<file path="config.mk">
export PLATFORM = sky130hd
export DESIGN_NAME = ir_tcu_sequencer
export DESIGN_NICKNAME = d
export VERILOG_FILES = /design/src/rtl/ir_tcu_sequencer.sv
export SDC_FILE = /design/constraint.sdc
export NUM_CORES = 1
export LEC_CHECK = 0
export CAP_MARGIN = 30
export CORE_MARGIN = 5
export CORE_UTILIZATION = 39
export CTS_CLUSTER_DIAMETER = 100
export DETAILED_ROUTE_END_ITERATION = 8
export GPL_TIMING_DRIVEN = 0
export PLACE_DENSITY_LB_ADDON = 0.1
export SYNTH_ARGS = -nofsm -noshare
export SYNTH_HDL_FRONTEND = slang
export SYNTH_SLANG_ARGS = --single-unit
</file>
<file path="constraint.sdc">
create_clock -name i_clk -period 1.6 [get_ports i_clk]
set_input_delay 0.4 -clock i_clk [delete_from_list [all_inputs] [get_ports i_clk]]
set_output_delay 0.4 -clock i_clk [all_outputs]
set_load 0.01 [all_outputs]
</file>
<file path="src/rtl/ir_tcu_sequencer.sv">
// Instruction-register / timing-counter sequencer feeding the 6502 decode ROM.
// Latches opcodes at fetch, injects the interrupt opcode for RESET/NMI/IRQ, honours RDY read stalls.
module ir_tcu_sequencer #(
    parameter logic [7:0] INTERRUPT_OPCODE = 8'h00
) (
    input  logic       i_clk,
    input  logic       i_reset_n,
    input  logic       i_rdy,
    input  logic       i_rw,
    input  logic [7:0] i_data,
    input  logic [2:0] i_tcu_next,
    input  logic       i_nmi_n,
    input  logic       i_irq_n,
    input  logic       i_irq_mask,
    output logic [7:0] o_ir,
    output logic [2:0] o_tcu,
    output logic       o_sync,
    output logic       o_interrupt,
    output logic [1:0] o_interrupt_kind
);

    localparam logic [1:0] KIND_NONE  = 2'b00;
    localparam logic [1:0] KIND_IRQ   = 2'b01;
    localparam logic [1:0] KIND_NMI   = 2'b10;
    localparam logic [1:0] KIND_RESET = 2'b11;

    logic [7:0] ir_q, ir_d;
    logic [2:0] tcu_q, tcu_d;
    logic       int_q, int_d;
    logic [1:0] kind_q, kind_d;
    logic       reset_pend_q, reset_pend_d;
    logic       nmi_pend_q, nmi_pend_d;
    logic       nmi_prev_q, nmi_prev_d;

    logic       stall;
    logic       fetch;
    logic       nmi_edge;
    logic       nmi_taken;

    assign stall    = ~i_rdy & i_rw;
    assign fetch    = (tcu_q == 3'd0) & ~stall;
    assign nmi_edge = nmi_prev_q & ~i_nmi_n;

    always_comb begin
        ir_d         = ir_q;
        tcu_d        = tcu_q;
        int_d        = int_q;
        kind_d       = kind_q;
        reset_pend_d = reset_pend_q;
        nmi_taken    = 1'b0;
        if (!stall) begin
            tcu_d = i_tcu_next;
        end
        if (fetch) begin
            if (reset_pend_q) begin
                ir_d         = INTERRUPT_OPCODE;
                kind_d       = KIND_RESET;
                int_d        = 1'b1;
                reset_pend_d = 1'b0;
            end else if (nmi_pend_q) begin
                ir_d      = INTERRUPT_OPCODE;
                kind_d    = KIND_NMI;
                int_d     = 1'b1;
                nmi_taken = 1'b1;
            end else if (!i_irq_n && !i_irq_mask) begin
                ir_d   = INTERRUPT_OPCODE;
                kind_d = KIND_IRQ;
                int_d  = 1'b1;
            end else begin
                ir_d   = i_data;
                kind_d = KIND_NONE;
                int_d  = 1'b0;
            end
        end
    end

    // A fresh edge outranks the clear from servicing the previous one, so no NMI is lost.
    always_comb begin
        nmi_prev_d = i_nmi_n;
        nmi_pend_d = nmi_pend_q;
        if (nmi_edge) begin
            nmi_pend_d = 1'b1;
        end else if (nmi_taken) begin
            nmi_pend_d = 1'b0;
        end
    end

    always_ff @(posedge i_clk) begin
        if (!i_reset_n) begin
            ir_q         <= INTERRUPT_OPCODE;
            tcu_q        <= 3'd0;
            int_q        <= 1'b0;
            kind_q       <= KIND_NONE;
            reset_pend_q <= 1'b1;
            nmi_pend_q   <= 1'b0;
            nmi_prev_q   <= 1'b1;
        end else begin
            ir_q         <= ir_d;
            tcu_q        <= tcu_d;
            int_q        <= int_d;
            kind_q       <= kind_d;
            reset_pend_q <= reset_pend_d;
            nmi_pend_q   <= nmi_pend_d;
            nmi_prev_q   <= nmi_prev_d;
        end
    end

    assign o_ir             = ir_q;
    assign o_tcu            = tcu_q;
    assign o_sync           = (tcu_q == 3'd0);
    assign o_interrupt      = int_q;
    assign o_interrupt_kind = kind_q;

endmodule

</file>
# --- Yosys cells after proc, flatten, opt, wreduce, memory -nomap -nowiden ---
# Index checks and enable logic that the tools add are counted.
totals:
  inputBits: 18
  ff_bits: 17
  output_inout_bits: 15
  elab_cells: 32
op_classes:
  n_mux: 14
  reduce_logical: 5
  bitwise_logic: 6
ops:
  columns: ["cell", "n"]
  rows:
  - ["two-way mux 8 bit", 3]
  - ["two-way mux 1 bit", 9]
  - ["two-way mux 2 bit", 2]
  - ["AND 1 bit", 3]
  - ["logical NOT 3 bit", 1]
  - ["NOT 1 bit", 3]
  - ["logical NOT 1 bit", 2]
  - ["nonzero test 2 bit", 1]
  - ["logical AND 1 bit", 1]

# --- Depth between registers and ports, before layout ---
logic_depth:
  word_depth: 7
  mapped_depth: 5

# --- Worst setup path before layout ---
# Ideal clock, no wire load.
synth_path:
  kind: "input -> register"
  from: "input i_rdy"
  to: "register ir_q[0], in the netlist o_ir[0]"
  path_stages: 5
  n_path_buf: 2
  slack_ns: 0.360
  arrival_time_ns: 1.124
  path_cell_list: "nand2b_4 > buf_6 > and2_4 > buf_6 > a41o_1"
synth_via:
  elab_chain_cells: 4
synth_lines:
  columns: ["element", "line", "rtl"]
  rows:
  - ["from (decl)", "8", "input logic i_rdy,"]
  - ["NOT 1 bit", "40", "assign stall = ~i_rdy & i_rw;"]
  - ["AND 1 bit", "40", null]
  - ["NOT 1 bit", "41", "assign fetch = (tcu_q == 3'd0) & ~stall;"]
  - ["AND 1 bit", "41", null]
  - ["to (signal assigned)", "98", "ir_q <= ir_d;"]
  - ["to (decl)", "27", "logic [7:0] ir_q, ir_d;"]
# Every way passes these cells.
# A chain may end at the register's enable or synchronous reset.

# --- Worst setup path in the final report ---
layout_path:
  from: "register tcu_q[2], in the netlist o_tcu[2]"
  to: "output o_sync"
layout_via:
  elab_chain_cells: 1
layout_lines:
  columns: ["element", "line", "rtl"]
  rows:
  - ["from (decl)", "28", "logic [2:0] tcu_q, tcu_d;"]
  - ["from (signal assigned)", "99", "tcu_q <= tcu_d;"]
  - ["logical NOT 3 bit", "110", "assign o_sync = (tcu_q == 3'd0);"]
  - ["to (decl)", "17", "output logic o_sync,"]
# Every way passes these cells.

==> results.ini <==
[timing]
setup_viol=0
setup_tns_ns=0
hold_slack_ns=0.449
slew_headroom=0.711
slew_violations=0
fin_ws_ns=0.101
worst_clock_skew_ns=0.0132
tightest_slew_ns=0.434
post-route-min-period_ns=1.50
min_period_over_period=0.937
hold_violations=0
fmax_mhz=667
rsz0062_at_grt=no

[finish]
final_util=0.657
finalNetCount=131
final_common_cell=clkdlybuf4s50_1
final_cells=137
drive_gt1_frac=0.214
area_growth_pct=56.6
fillers=169
final_area_um2=1160
layout_common_cells=clkdlybuf4s50_1, dfxtp_1, dlymetal6s2s_1
diodes=0

[floorplan]
core.rowCount=15
die_area_um2=2870
start_util=0.420
die_w_um=53.6
die_y_um=53.6
coreArea_um2=1760
io-pin-count=33

[power_and_ir_drop]
switching_power_uw=260
pwr-share-clk=0.260
internal_power_uw=659
p_leak_nw=0.707
swShare=0.283
ir_worst_vdd_mv=0.451
power_density_nw_per_um2=792
pwr-share-comb=0.236
power_uw=919
power_frac_seq=0.504

[outcome]
status=finished, final reports clean

[clocking]
cts_buffer_depth=2
cts.root.buffer_cell=clkbuf_4
path_clk_slew_ns=0.12
clkLatencyLatePin_ns=0.30
cts_tree=yes
h-tree-depth=1
hold_buffers=0
cts_buffers=3
cts.sinks=17

[critical_path]
reg2reg_from=o_tcu[2]$_SDFFE_PN0N_
worstSetupStartpointType=flip-flop
critPathMaxFanout=2
criticalPathCategory=flip-flop to output pin
cp.arrival_ns=1.10
ff2ff_path_depth=5
cp-startpoint=o_tcu[2]$_SDFFE_PN0N_
required_ns=1.20
end_kind=output pin

[grt]
gr-total-overflow=0
grt_pass1_wl_mm=3.11
grt_util_all_layers=0.151
antenna_found_initial=0
grt_max_degree=11
grt_pass1_vias=719

[routing]
via_per_inst=5.01
drt-wirelength-per-cell_um=13.7
m1WireLength_um=811
drt-initial-drc-count=16
drt-pass1-iter-count=4
wl_met3_um=110
dr_wl_met2_um=945
vias=687
route.detailed.drc=0
dr.max_layer_used=met4
wl_mm=1.88
postRouteAntennaNets=0

[synth]
synth_compound_area_frac=0.282
synth_top_family_by_area=compound AO/OA/AOI/OAI gates
synth_area_um2=741
synth-seq-cells=17
yosysSeqAreaShare=0.459
synth_cell_types=23
syn_area_per_cell_um2=10.0
synth_fp_nets=92
synthAdderAreaFrac=0
syn_inst=74
synthMuxAreaShare=0.0405
yosys_warnings=0
synth_xor_area_frac=0
yosys.area_share.simple=0.135

[min_path]
hold_class=flip-flop to flip-flop
hold_path_depth=2
min_from=nmi_prev_q$_SDFF_PN1_

[run]
drv_cap=0

[placed_design]
io_buffers=31
post-place-ws_ns=-0.176
place_congestion=0.797
dp_hpwl_mm=1.33
placed_area_um2=1080
dp_cells=130

[worst paths after layout]
check                                                to  slack (ns)
worst max-delay path                             o_sync        0.10
worst min-delay path            nmi_pend_q$_SDFFE_PN0P_        0.45
worst max register to register     o_ir[3]$_SDFFE_PN0P_        0.36
worst min register to register  nmi_pend_q$_SDFFE_PN0P_        0.45
[cell type report]
cell class	instances	area, um^2	area share
multi-input cells	47	339	0.292
flip-flops and latches	17	349	0.301
well taps	25	31.3	0.0270
clock inverters	1	5.00	0.00432
plain buffers	7	53.8	0.0464
inverters	3	11.3	0.00971
clock buffers	3	22.5	0.0194
repair buffers	34	348	0.300
[routing by layer]
metal / vias up / global-route usage
met5: - / 0
met4: 0 / 0.0553
met3: 2 / 0.0277
met2: 20 / 0.276
met1: 320 / 0.174
li1: 345 / -
[cell usage after synthesis, drive strengths merged]
cell / count / area [um^2]
a211oi: 2 / 25.0
a21oi: 11 / 62.6
a311oi: 1 / 15.0
a31oi: 1 / 6.26
a41o: 8 / 80.1
and2: 1 / 8.76
buf: 5 / 42.5
clkbuf: 2 / 7.51
dfxtp: 17 / 340
inv: 3 / 11.3
mux2i: 3 / 30.0
nand2: 9 / 33.8
nand2b: 2 / 20.0
nor2: 4 / 15.0
nor3: 1 / 16.3
o21a: 1 / 7.51
o21ai: 1 / 5.00
o21bai: 1 / 7.51
or3: 1 / 6.26
[critical path, cell delays in order, from the launching register on]
cell and delay (ns):
dfxtp_4 0.37, nor3_4 0.20, buf_6 0.12, buf_2 0.12
[kinds of logic (layout without fill, tap and decap cells)]
group,count (synthesis),count (layout)
AO/OA/AOI/OAI,26,26
buffers and inverters,10,48
flip-flops,17,17
multiplexers,3,3
AND/OR/NAND/NOR,18,18
[sequential cells by signal, summed over array words and instances (netlist names)]
| name | cells |
|---|---|
| o_ir | 8 |
| nmi_prev_q | 1 |
| nmi_pend_q | 1 |
| reset_pend_q | 1 |
| o_interrupt | 1 |
| o_tcu | 3 |
| o_interrupt_kind | 2 |
[what timing repair did]
action,in CTS,in global routing
endpoints found under the setup margin,5,11
pin swaps,1,1
setup buffers,2,1
gates resized for setup,11,13
[power by group through the flow]
| stage | logic, mW | registers, mW | clock network, mW |
|---|---|---|---|
| CTS | 0.221 | 0.466 | 0.245 |
| global route | 0.235 | 0.467 | 0.268 |
| floorplan | 0.102 | 0.482 | 0 |
| finish | 0.217 | 0.463 | 0.239 |
| detailed placement | 0.214 | 0.475 | 0 |
| global placement | 0.212 | 0.474 | 0 |
(Power assumes the default switching activity.)
